`config.mk`:
```
export PLATFORM = sky130hd
export DESIGN_NAME = mem_master_flat
export DESIGN_NICKNAME = d
export VERILOG_FILES = /design/src/rtl/mem_master_if.sv /design/src/rtl/mem_master.sv /design/src/flat_wrapper.sv
export SDC_FILE = /design/constraint.sdc
export NUM_CORES = 1
export LEC_CHECK = 0
export CAP_MARGIN = 0
export CELL_PAD_IN_SITES_DETAIL_PLACEMENT = 0
export CELL_PAD_IN_SITES_GLOBAL_PLACEMENT = 2
export CORE_MARGIN = 4
export CORE_UTILIZATION = 32
export DETAILED_ROUTE_END_ITERATION = 12
export HOLD_SLACK_MARGIN = 0.08
export PLACE_DENSITY = 0.95
export SLEW_MARGIN = 20
export SYNTH_ARGS = -nofsm -noshare
export SYNTH_HDL_FRONTEND = slang
export SYNTH_SLANG_ARGS = --single-unit
```
`constraint.sdc`:
```
create_clock -name clk -period 2.43 [get_ports clk]
set_input_delay 0.486 -clock clk [delete_from_list [all_inputs] [get_ports clk]]
set_output_delay 0.486 -clock clk [all_outputs]
set_load 0.05 [all_outputs]
```
`src/rtl/mem_master_if.sv`:
```
// Bundle of command, write-data, read-data and memory-pin signals used by mem_master.
// The master modport is the engine's view; slave is the host/memory side.
interface mem_master_if #(
  parameter int ADDR_W = 5,
  parameter int DATA_W = 8,
  parameter int LEN_W  = 5
);
  logic              cmd_valid;
  logic              cmd_ready;
  logic              cmd_write;
  logic [ADDR_W-1:0] cmd_addr;
  logic [LEN_W-1:0]  cmd_len;
  logic              wr_valid;
  logic              wr_ready;
  logic [DATA_W-1:0] wr_data;
  logic              rd_valid;
  logic              rd_ready;
  logic [DATA_W-1:0] rd_data;
  logic              busy;
  logic              mem_read;
  logic              mem_write;
  logic [ADDR_W-1:0] mem_addr;
  logic [DATA_W-1:0] mem_data_in;
  logic [DATA_W-1:0] mem_data_out;

  modport master (
    input  cmd_valid, cmd_write, cmd_addr, cmd_len,
    input  wr_valid, wr_data, rd_ready, mem_data_out,
    output cmd_ready, wr_ready, rd_valid, rd_data, busy,
    output mem_read, mem_write, mem_addr, mem_data_in
  );

  modport slave (
    output cmd_valid, cmd_write, cmd_addr, cmd_len,
    output wr_valid, wr_data, rd_ready, mem_data_out,
    input  cmd_ready, wr_ready, rd_valid, rd_data, busy,
    input  mem_read, mem_write, mem_addr, mem_data_in
  );
endinterface

```
`src/rtl/mem_master.sv`:
```
// Burst read/write initiator for a single-port memory with registered data_out.
// One read outstanding at a time; all memory pins and read-response outputs are registered.
module mem_master #(
  parameter int ADDR_W = 5,
  parameter int DATA_W = 8,
  parameter int LEN_W  = 5,
  parameter int RD_LAT = 1
) (
  input  logic          clk,
  input  logic          rst,
  mem_master_if.master  bus
);

  typedef enum logic [2:0] {IDLE, WR, RD_ISSUE, RD_WAIT, RD_RESP} state_t;

  localparam int LAT_W = (RD_LAT > 1) ? $clog2(RD_LAT) : 1;
  localparam logic [ADDR_W-1:0] ADDR_ONE = 1;
  localparam logic [LEN_W:0]    CNT_ONE  = 1;
  localparam logic [LAT_W-1:0]  LAT_ONE  = 1;
  localparam logic [LAT_W-1:0]  LAT_LAST = LAT_W'(RD_LAT - 1);

  state_t            state_q, state_d;
  logic [ADDR_W-1:0] addr_q, addr_d;
  logic [LEN_W:0]    cnt_q, cnt_d;
  logic [LAT_W-1:0]  lat_q, lat_d;
  logic              cmd_ready_q, cmd_ready_d;
  logic              mem_read_q, mem_read_d;
  logic              mem_write_q, mem_write_d;
  logic [ADDR_W-1:0] mem_addr_q, mem_addr_d;
  logic [DATA_W-1:0] mem_data_in_q, mem_data_in_d;
  logic              rd_valid_q, rd_valid_d;
  logic [DATA_W-1:0] rd_data_q, rd_data_d;

  always_comb begin
    state_d       = state_q;
    addr_d        = addr_q;
    cnt_d         = cnt_q;
    lat_d         = lat_q;
    cmd_ready_d   = cmd_ready_q;
    mem_read_d    = 1'b0;
    mem_write_d   = 1'b0;
    mem_addr_d    = mem_addr_q;
    mem_data_in_d = mem_data_in_q;
    rd_valid_d    = rd_valid_q;
    rd_data_d     = rd_data_q;

    case (state_q)
      IDLE: begin
        cmd_ready_d = 1'b1;
        if (bus.cmd_valid && cmd_ready_q) begin
          cmd_ready_d = 1'b0;
          addr_d      = bus.cmd_addr;
          cnt_d       = {1'b0, bus.cmd_len} + CNT_ONE;
          if (bus.cmd_write) begin
            state_d = WR;
          end else begin
            state_d    = RD_ISSUE;
            mem_read_d = 1'b1;
            mem_addr_d = bus.cmd_addr;
          end
        end
      end

      WR: begin
        if (bus.wr_valid) begin
          mem_write_d   = 1'b1;
          mem_addr_d    = addr_q;
          mem_data_in_d = bus.wr_data;
          addr_d        = addr_q + ADDR_ONE;
          cnt_d         = cnt_q - CNT_ONE;
          // Last beat still sits on the bus next cycle, so a new command may overlap it.
          if (cnt_q == CNT_ONE) begin
            state_d     = IDLE;
            cmd_ready_d = 1'b1;
          end
        end
      end

      RD_ISSUE: begin
        state_d = RD_WAIT;
        lat_d   = '0;
      end

      RD_WAIT: begin
        if (lat_q == LAT_LAST) begin
          rd_data_d  = bus.mem_data_out;
          rd_valid_d = 1'b1;
          state_d    = RD_RESP;
        end else begin
          lat_d = lat_q + LAT_ONE;
        end
      end

      RD_RESP: begin
        if (bus.rd_ready) begin
          rd_valid_d = 1'b0;
          if (cnt_q != CNT_ONE) begin
            cnt_d      = cnt_q - CNT_ONE;
            addr_d     = addr_q + ADDR_ONE;
            mem_read_d = 1'b1;
            mem_addr_d = addr_q + ADDR_ONE;
            state_d    = RD_ISSUE;
          end else begin
            state_d     = IDLE;
            cmd_ready_d = 1'b1;
          end
        end
      end

      default: state_d = IDLE;
    endcase
  end

  always_ff @(posedge clk or negedge rst) begin
    if (!rst) begin
      state_q       <= IDLE;
      addr_q        <= '0;
      cnt_q         <= '0;
      lat_q         <= '0;
      cmd_ready_q   <= 1'b0;
      mem_read_q    <= 1'b0;
      mem_write_q   <= 1'b0;
      mem_addr_q    <= '0;
      mem_data_in_q <= '0;
      rd_valid_q    <= 1'b0;
      rd_data_q     <= '0;
    end else begin
      state_q       <= state_d;
      addr_q        <= addr_d;
      cnt_q         <= cnt_d;
      lat_q         <= lat_d;
      cmd_ready_q   <= cmd_ready_d;
      mem_read_q    <= mem_read_d;
      mem_write_q   <= mem_write_d;
      mem_addr_q    <= mem_addr_d;
      mem_data_in_q <= mem_data_in_d;
      rd_valid_q    <= rd_valid_d;
      rd_data_q     <= rd_data_d;
    end
  end

  assign bus.cmd_ready   = cmd_ready_q;
  assign bus.wr_ready    = (state_q == WR);
  assign bus.busy        = (state_q != IDLE);
  assign bus.rd_valid    = rd_valid_q;
  assign bus.rd_data     = rd_data_q;
  assign bus.mem_read    = mem_read_q;
  assign bus.mem_write   = mem_write_q;
  assign bus.mem_addr    = mem_addr_q;
  assign bus.mem_data_in = mem_data_in_q;

endmodule

```
`src/flat_wrapper.sv`:
```
// flat-port wrapper written by rule: the top's interface ports become plain ports
module mem_master_flat 
#(
  parameter int ADDR_W = 5,
  parameter int DATA_W = 8,
  parameter int LEN_W  = 5,
  parameter int RD_LAT = 1
)
  (clk, rst, bus_cmd_valid, bus_cmd_write, bus_cmd_addr, bus_cmd_len, bus_wr_valid, bus_wr_data, bus_rd_ready, bus_mem_data_out, bus_cmd_ready, bus_wr_ready, bus_rd_valid, bus_rd_data, bus_busy, bus_mem_read, bus_mem_write, bus_mem_addr, bus_mem_data_in);
  mem_master_if #(.ADDR_W(ADDR_W), .DATA_W(DATA_W), .LEN_W(LEN_W)) bus_i ();
  input  logic clk;
  input  logic rst;
  input wire logic [$bits(bus_i.cmd_valid)-1:0] bus_cmd_valid;
  input wire logic [$bits(bus_i.cmd_write)-1:0] bus_cmd_write;
  input wire logic [$bits(bus_i.cmd_addr)-1:0] bus_cmd_addr;
  input wire logic [$bits(bus_i.cmd_len)-1:0] bus_cmd_len;
  input wire logic [$bits(bus_i.wr_valid)-1:0] bus_wr_valid;
  input wire logic [$bits(bus_i.wr_data)-1:0] bus_wr_data;
  input wire logic [$bits(bus_i.rd_ready)-1:0] bus_rd_ready;
  input wire logic [$bits(bus_i.mem_data_out)-1:0] bus_mem_data_out;
  output wire logic [$bits(bus_i.cmd_ready)-1:0] bus_cmd_ready;
  output wire logic [$bits(bus_i.wr_ready)-1:0] bus_wr_ready;
  output wire logic [$bits(bus_i.rd_valid)-1:0] bus_rd_valid;
  output wire logic [$bits(bus_i.rd_data)-1:0] bus_rd_data;
  output wire logic [$bits(bus_i.busy)-1:0] bus_busy;
  output wire logic [$bits(bus_i.mem_read)-1:0] bus_mem_read;
  output wire logic [$bits(bus_i.mem_write)-1:0] bus_mem_write;
  output wire logic [$bits(bus_i.mem_addr)-1:0] bus_mem_addr;
  output wire logic [$bits(bus_i.mem_data_in)-1:0] bus_mem_data_in;
  assign bus_i.cmd_valid = bus_cmd_valid;
  assign bus_i.cmd_write = bus_cmd_write;
  assign bus_i.cmd_addr = bus_cmd_addr;
  assign bus_i.cmd_len = bus_cmd_len;
  assign bus_i.wr_valid = bus_wr_valid;
  assign bus_i.wr_data = bus_wr_data;
  assign bus_i.rd_ready = bus_rd_ready;
  assign bus_i.mem_data_out = bus_mem_data_out;
  assign bus_cmd_ready = bus_i.cmd_ready;
  assign bus_wr_ready = bus_i.wr_ready;
  assign bus_rd_valid = bus_i.rd_valid;
  assign bus_rd_data = bus_i.rd_data;
  assign bus_busy = bus_i.busy;
  assign bus_mem_read = bus_i.mem_read;
  assign bus_mem_write = bus_i.mem_write;
  assign bus_mem_addr = bus_i.mem_addr;
  assign bus_mem_data_in = bus_i.mem_data_in;
  mem_master #(.ADDR_W(ADDR_W), .DATA_W(DATA_W), .LEN_W(LEN_W), .RD_LAT(RD_LAT)) u_core (.clk(clk), .rst(rst), .bus(bus_i));
endmodule
```
==> run_results.csv, run 1 <==
group,metric,value,unit
cts,numCtsBuffers,5,
sta,slew_viol_final,0,
setup_path,critPathSlowestCell,"dfrtp_1",
finish,final_cell_mix,"clkdlybuf4s50_1 (55), dfrtp_1 (39), mux2_2 (19), nor2_1 (18), a21oi_1 (14)",
finish,drive_above_1_share,15.2,%
route,ant_nets,0,
route,vias_per_cell,5.16,
sta,min_period,2.08,ns
cts,cts.sinks,39,
sta,postLayoutSetupSlackWorst,0.352,ns
place,post-dp-hpwl,3960,µm
synth,synth_area_leader_cell,"dfrtp_1",
synth,syn_nets,248,
place,globalplace.congestion,0.753,
sta,maxSlewHeadroom,42.0,%
sta,rsz0062_at_grt,"false",
setup_path,end_kind,"output pin",
cts,cts_tree,"done",
setup_path,startpoint_type,"flip-flop",
synth,ys_seq_elements,39,
job,cap_viol_max_count,0,
sta,fin_skew,0.00471,ns
outcome,status,"complete, no violations",
global_route,grt_usage,13.4,%
cts,post_cts_buffers,0,
place,dp_slack,0.327,ns
synth,yosysSeqAreaShare,44.5,%
synth,syn_area_per_cell,10.3,µm²
route,drt_iter0_drc,94,
route,vias,1784,
global_route,grt_pass1_vias,1903,
finish,layout_commonest_cell,"clkdlybuf4s50_1",
setup_path,path_common_cell,"buf_4",
setup_path,crit_required,1.94,ns
place,io_buffers,58,
synth,syn_area,2190,µm²
die,design.core.area,6490,µm²
synth,ys_warn_count,0,
cts,hold_buffers,0,
synth,synth_top_family_by_area,"compound AO/OA/AOI/OAI gates",
synth,ys.flop_type,"dfrtp_1",
die,rows,29,
die,die_y,90.8,µm
sta,timing.fmax,0.481,GHz
global_route,grt_pass1_wl,9080,µm
finish,antenna_cells,0,
cts,clk_latency,0.29,ns
die,die_area,8240,µm²
die,initial_core_util,33.8,%
route,route.detailed.drc,0,
setup_path,critical_path_class,"flip-flop to output pin",
synth,synth.top_cell.area_share,44.5,%
synth,synth_edf_count,0,
synth,synthTopCellsByArea,"dfrtp_1 (44%), mux2_2 (9.8%), a21oi_1 (3.2%)",
sta,setup_viol,0,
finish,fill_cells,615,
route,wl_per_cell,15.3,µm
cts,cts_buffer_depth,2,
sta,fin_setup_tns,0,ns
setup_path,crit_arrival,1.59,ns
sta,period_share,85.5,%
cts,htree_levels,2,
global_route,antenna_found_initial,0,
synth,synth_xor_area_share,2.00,%
synth,synth_simple_gate_area_share,13.7,%
synth,synth-compound-area-share,20.3,%
route,wl,5310,µm
sta,worstMarginPinSlew,0.870,ns
finish,area_growth,33.0,%
hold_path,worstHoldPathType,"primary input to asynchronous set/reset pin",
cts,post_cts_resize_count,0,
global_route,grt_overflow,0,
die,die_w,90.8,µm
global_route,grt_max_degree,40,
cts,clk_pin_slew,0.08,ns
cts,cts_root_buf,"clkbuf_8",
finish,register_area,976,µm²
synth,yosys.area_share.adder,2.74,%
synth,async_flop_share,100,%
finish,final_nets,305,
route,drt_pass1_iterations,4,
die,io_pins,59,
setup_path,slowest_delay,0.54,ns
setup_path,cp_max_fo,11,
synth,muxShareOfSynthArea,11.2,%
synth,synth_cell_types,52,
synth,synth_cells,212,
finish,multi_input_area,1100,µm²
setup_path,cp_cell_sequence,"buf_4, nor3b_1, buf_4, buf_12",
sta,hold_viol,0,
==> cells by family after synthesis <==
kind of cell | after synthesis
and+or+nand+nor | 58
xor gates and xnor gates | 5
buffers and inverters | 20
DFF | 39
muxes | 22
AOI/OAI and AO/OA | 63
adders and majority gates | 5
==> metal layers <==
layer / global-route usage [%] / wire length (µm) / vias to the layer above
li1: - / - / 872
met1: 17.2 / 2370 / 869
met4: 4.02 / 65 / 0
met2: 23.0 / 2690 / 37
met5: 0 / 0 / -
met3: 2.42 / 178 / 6
==> final timing paths <==
path                                          to             startpoint  slack (ns)  cells past startpoint
max reg2reg                      u_core.cnt_q[5]      u_core.state_q[0]        0.51                      6
min in group clk           u_core.bus.rd_data[2]  u_core.bus.rd_data[2]        0.51                      1
max                                 bus_wr_ready      u_core.state_q[0]        0.35                      4
min reg2reg                u_core.bus.rd_data[2]  u_core.bus.rd_data[2]        0.51                      1
min                        u_core.bus.rd_data[6]                    rst        0.31                      1
max in group asynchronous        u_core.cnt_q[0]                    rst        1.58                      1
==> cell usage after synthesis, types with 2 or more instances <==
master / instances
nand2b_1: 4
dfrtp_1: 39
nand2_1: 13
ha_1: 4
o21ai_1: 3
a211o_1: 2
mux2_2: 19
buf_6: 5
nand3_1: 5
buf_2: 4
nor3b_1: 3
nor3_1: 4
o22a_1: 4
a21o_1: 6
inv_1: 8
nor2_1: 18
o22ai_1: 3
mux2i_1: 2
nand3b_1: 2
xnor2_1: 2
o21ai_0: 12
o21a_1: 2
xor2_1: 3
a21oi_1: 14
a31oi_1: 3
clkbuf_1: 2
==> registers in the layout (all words and copies together) (netlist names), 3 cells and up <==
name	cells
u_core.bus.mem_data_in	8
u_core.bus.rd_data	8
u_core.state_q	3
u_core.bus.mem_addr	5
u_core.cnt_q	6
u_core.addr_q	5
==> layout make-up <==
| class | count | share of cell area (%) |
|---|---|---|
| repair buffers | 62 | 21.0 |
| clock inverters | 2 | 1.29 |
| inverters | 8 | 1.03 |
| clock buffers | 5 | 2.36 |
| flip-flops and latches | 39 | 33.4 |
| multi-input cells | 153 | 37.6 |
| well taps | 77 | 3.30 |
==> worst max-delay path: cells and delay by family (launching register included) <==
| family | cells | cell delay, ns |
|---|---|---|
| buf+inv | 3 | 0.55 |
| flops | 1 | 0.54 |
| simple gates | 1 | 0.20 |
==> metrics by stage <==
| step | hold slack [ns] | area, µm² | util, % | std cells |
|---|---|---|---|---|
| 3_5_place_dp | 0.498 | 2810 | 43.3 | 339 |
| 4_1_cts | 0.344 | 2920 | 44.9 | 346 |
| 5_1_grt | 0.396 | 2920 | 44.9 | 346 |
| 6_report | 0.307 | 2920 | 44.9 | 346 |
| 2_1_floorplan | 0.190 | 2190 | - | 212 |
| 3_3_place_gp | 0.477 | 2810 | 43.3 | 339 |
Power of run 1 is left out: the tool's default activity adds up to more than one toggle a clock period on the data nets, which glitch-free logic cannot reach.
==> inputs of run 2 (changes only) <==
clock period = 2.5 ns   (was 2.43 ns; I/O delays follow)
==> run_results.csv, run 2 (synthesis gave the netlist of run 1 again) <==
group,metric,value,unit
outcome,status,"complete, no violations",
setup_path,r2r-end,"u_core.cnt_q[5]",
place,io_buffers,58,
sta,timing.fmax,0.438,GHz
global_route,grt_pass1_vias,1859,
setup_path,crit_path_start,"u_core.state_q[2]",
setup_path,cp_max_fo,3,
cts,hold_buffers,0,
finish,multi_input_area,1100,µm²
die,initial_core_util,33.8,%
finish,fin_util,45.9,%
cts,htree_levels,2,
route,drt_pass1_iterations,4,
finish,final_cell_mix,"clkdlybuf4s50_1 (56), dfrtp_1 (39), mux2_2 (19), nor2_1 (18), a21oi_1 (14)",
sta,maxSlewHeadroom,41.2,%
route,vias_per_cell,5.13,
global_route,grt_max_degree,40,
global_route,antenna_found_initial,0,
cts,post_cts_resize_count,0,
global_route,grt_overflow,0,
finish,layout_commonest_cell,"clkdlybuf4s50_1",
hold_path,worstHoldPathType,"primary input to asynchronous set/reset pin",
cts,cts_buffer_depth,2,
finish,antenna_cells,0,
route,ant_nets,0,
finish,drive_above_1_share,16.4,%
sta,min_period,2.28,ns
sta,rsz0062_at_grt,"false",
die,io_pins,59,
route,wl_per_cell,15.3,µm
setup_path,r2r_cells,7,
global_route,grt_pass1_wl,9140,µm
setup_path,regToRegSetupSlack,0.56,ns
route,vias,1801,
setup_path,end_kind,"output pin",
die,rows,29,
die,design.core.area,6490,µm²
die,die_y,90.8,µm
sta,fin_setup_tns,0,ns
setup_path,worstSetupEndpoint,"bus_busy",
sta,worstMarginPinSlew,0.882,ns
finish,register_area,976,µm²
setup_path,crit_required,2.00,ns
global_route,grt_usage,13.5,%
sta,slew_viol_final,0,
cts,clk_latency,0.30,ns
cts,numCtsBuffers,5,
setup_path,critical_path_class,"flip-flop to output pin",
sta,setup_viol,0,
place,dpl-instance-area,2840,µm²
route,route.detailed.drc,0,
setup_path,startpoint_type,"flip-flop",
setup_path,crit_arrival,1.78,ns
cts,clk_pin_slew,0.09,ns
sta,hold_viol,0,
route,drt_iter0_drc,91,
sta,fin_skew,0.0119,ns
job,cap_viol_max_count,0,
place,post-dp-hpwl,3970,µm
route,wl,5380,µm
die,die_w,90.8,µm
cts,cts.sinks,39,
cts,cts_root_buf,"clkbuf_8",
finish,fill_cells,635,
cts,cts_tree,"done",
finish,area_growth,35.9,%
place,globalplace.congestion,0.761,
die,die_area,8240,µm²
finish,final_nets,309,
cts,post_cts_buffers,0,
sta,period_share,91.3,%
finish,final_area,2980,µm²
setup_path,r2r_start,"u_core.state_q[0]",
run 2: worst max-delay path, cell delays in order, from the launching register on:
cell	delay (ns)
dfrtp_1	0.39
or3_1	0.38
clkdlybuf4s50_1	0.72
run 2: worst min path at each step:
stage	start	to	depth (start not counted)
floorplan	rst	u_core.addr_q[0]	0
global placement	u_core.bus.rd_data[0]	u_core.bus.rd_data[0]	1
detailed placement	u_core.bus.rd_data[0]	u_core.bus.rd_data[0]	1
CTS	rst	u_core.bus.rd_data[7]	1
global route	rst	u_core.bus.rd_data[7]	1
finish	rst	u_core.bus.rd_data[7]	1
run 2: stage by stage:
step / hold slack (ns) / setup WS, ns / std cells
final: 0.308 / 0.217 / 351
after global routing: 0.388 / 0.167 / 351
after CTS: 0.350 / 0.211 / 351
after detailed placement: 0.484 / 0.385 / 343
after global placement: 0.482 / 0.395 / 343
after floorplan: 0.204 / 0.0937 / 212
run 2: routing by layer:
layer / GRT usage [%] / part of all wire (%)
met4: 4.15 / 1.3
met3: 1.83 / 2.3
met2: 22.5 / 50
met5: 0 / 0
met1: 18.2 / 46
run 2: final cells by class:
class | count | share of cell area, %
Inverter | 8 | 1.01
Tap cell | 77 | 3.23
Clock inverter | 3 | 2.27
Multi-Input combinational cell | 153 | 36.8
Timing Repair Buffer | 66 | 21.7
Clock buffer | 5 | 2.31
Sequential cell | 39 | 32.7
Power of run 2 is left out for the same reason.
==> inputs of run 3 (changes only) <==
GPL_ROUTABILITY_DRIVEN = 0   (was unset)
==> results of run 3 <==
No change in the layout: final DEF, timing and power equal those of run 2.
Power of run 3 is left out for the same reason.
==> RTL change, RTL diff (config.mk and constraints of run 3) <==
`DATA_W` is set to 8 in 3 places; all go to 9.
--- a/src/rtl/mem_master_if.sv
+++ b/src/rtl/mem_master_if.sv
@@ -2,7 +2,7 @@
 // The master modport is the engine's view; slave is the host/memory side.
 interface mem_master_if #(
   parameter int ADDR_W = 5,
-  parameter int DATA_W = 8,
+  parameter int DATA_W = 9,
   parameter int LEN_W  = 5
 );
   logic              cmd_valid;
--- a/src/rtl/mem_master.sv
+++ b/src/rtl/mem_master.sv
@@ -2,7 +2,7 @@
 // One read outstanding at a time; all memory pins and read-response outputs are registered.
 module mem_master #(
   parameter int ADDR_W = 5,
-  parameter int DATA_W = 8,
+  parameter int DATA_W = 9,
   parameter int LEN_W  = 5,
   parameter int RD_LAT = 1
 ) (
--- a/src/flat_wrapper.sv
+++ b/src/flat_wrapper.sv
@@ -2,7 +2,7 @@
 module mem_master_flat 
 #(
   parameter int ADDR_W = 5,
-  parameter int DATA_W = 8,
+  parameter int DATA_W = 9,
   parameter int LEN_W  = 5,
   parameter int RD_LAT = 1
 )
Ports: changed (resized bus_mem_data_in, bus_mem_data_out, bus_rd_data and bus_wr_data); port bits go from 59 to 63. No check against the original RTL was run, so the function may have changed too.
==> RTL change against run 3 <==
  * Area after synthesis is 5.1% higher
  * Wire length is 10% higher
  * Worst setup slack better by 45 ps
  * Sequential cell count is 2 higher
  * Cell area is 6.8% higher
  * Largest cell class unchanged
==> RTL change: results (changes against run 3) <==
----------------------------------------------------
[Worst setup path]
  Worst setup path end ... u_core.cnt_q[5]
  Register-to-Register Path Depth ... 5 (-2)
  Crit. Startpoint ... bus_wr_valid
  Arrival time at the worst endpoint ... 2420 ps (+640 ps)
  Critical register-to-register path startpoint ... u_core.state_q[0]
  Maximum fanout along the worst path ... 11 (+8)
  Worst-case register-to-register setup slack ... 340 ps (-220 ps)
  Critical R2R Capture ... u_core.cnt_q[5]

[Placed design]
  Post-placement setup slack ... -4.65 ps (-390 ps)
  HPWL Detailed ... 4470 um (+12%)
  Placed inst area ... 3080 um2 (+8.3%)
  Input/output buffers ... 62 (+6.9%)
  Placed cell count ... 376 (+9.6%)

[Synth]
  Xor and xnor fraction of the mapped netlist area ... 1.52% (-0.48 points)
  Net count after synthesis ... 255 (+2.8%)
  Multiplexer area fraction after synthesis ... 14.1% (+2.9 points)
  Share of the yosys chip area belonging to registers ... 44.5% (about the same)
  Number of standard cells after synthesis ... 217 (+2.4%)
  Synth area leaders ... sky130_fd_sc_hd__dfrtp_1, sky130_fd_sc_hd__mux2_2, sky130_fd_sc_hd__o41ai_1, sky130_fd_sc_hd__ha_1, sky130_fd_sc_hd__o21ai_0
  Top post-synthesis cells by count ... sky130_fd_sc_hd__dfrtp_1, sky130_fd_sc_hd__mux2_2, sky130_fd_sc_hd__nor2_1
  Compound-cell area share of the yosys netlist ... 19.0% (-1.3 points)
  Most used flip-flop cell after synthesis ... sky130_fd_sc_hd__dfrtp_1
  Adder-cell area share of the yosys netlist ... 2.17% (-0.57 points)

[Final layout]
  Fraction of final layout cells sized beyond drive strength 1 ... 20.6% (+4.1 points)
  Final Net Count ... 325 (+5.2%)
  Filler Cell Count ... 669 (+5.4%)

[Global routing]
  Global-route total usage across every layer ... 14.1% (+0.57 points)
  Number of global-route vias before repair ... 1946 (+4.7%)
  Pin count of the biggest net entering global routing ... 42 (+5.0%)
  First-pass GRT wire length ... 9790 um (+7.2%)

[Timing]
  Setup ws final ... 261 ps (+44.9 ps)
  Hold_ws ... 329 ps (+20.8 ps)
  Measured slew at the worst slew-check pin ... 1070 ps (+184 ps)
  Worst clock skew on the final layout ... 7.73 ps (-4.13 ps)

[Clock tree]
  Clock latency at the later pin of the worst-skew pair ... 290 ps
  Max Buffers Root-to-Sink ... 2 (unchanged)

[Routing]
  Post-Route WL ... 5920 um (+10%)
  Routed vias ... 1981 (+10%)
  Violation count after the first detailed-routing iteration ... 115 (+26%)
  Post-DR vias/cell ... 5.17 (+0.80%)

[Run status]
  Result of the run ... complete, no violations

----------------------------------------------------
## RTL change: cell types whose count changed in the layout (fill, tap and decap cells not counted), moves of 4 or more
cell                              run 3  this run
sky130_fd_sc_hd__a21oi_1             14         7
sky130_fd_sc_hd__nand2_1             13         8
sky130_fd_sc_hd__mux2_2              19        27
sky130_fd_sc_hd__a21boi_0             0         4
sky130_fd_sc_hd__buf_4                8        13
sky130_fd_sc_hd__nor2b_1              0         7
sky130_fd_sc_hd__o41ai_1              0         6
sky130_fd_sc_hd__nor2_1              18        10
sky130_fd_sc_hd__o22a_1               4         0
sky130_fd_sc_hd__a21o_1               6         0
## RTL change: area by class of cell
type	count	area, um2	share of cell area, %
Timing Repair Buffer	74	713	22.4
Inverter	8	30.0	0.943
Sequential cell	41	1030	32.2
Clock buffer	5	68.8	2.16
Multi-Input combinational cell	157	1190	37.4
Tap cell	96	120	3.77
Clock inverter	2	35.0	1.10
## RTL change: critical path, cell delays in order
cell,delay (ps)
sky130_fd_sc_hd__clkdlybuf4s50_1,420
sky130_fd_sc_hd__nand2b_1,150
sky130_fd_sc_hd__a21oi_1,850
sky130_fd_sc_hd__nor3_4,130
sky130_fd_sc_hd__buf_4,190
sky130_fd_sc_hd__a22o_1,180
## RTL change: where the power goes
part,internal [mW],switching (mW),leakage [nW],total (mW)
clock,0.291,0.237,0.0540,0.527
sequential,1.00,0.275,0.488,1.28
combinational,1.35,1.89,0.730,3.24
total,2.64,2.40,1.27,5.04
## RTL change: metal layers
layer  GRT usage [%]  vias up  wire [um]
met5               0        -          0
met4            3.66        0         87
met3            3.01        8        241
met2            22.0       51       2810
met1            19.8      966       2780
li1                -      956          -
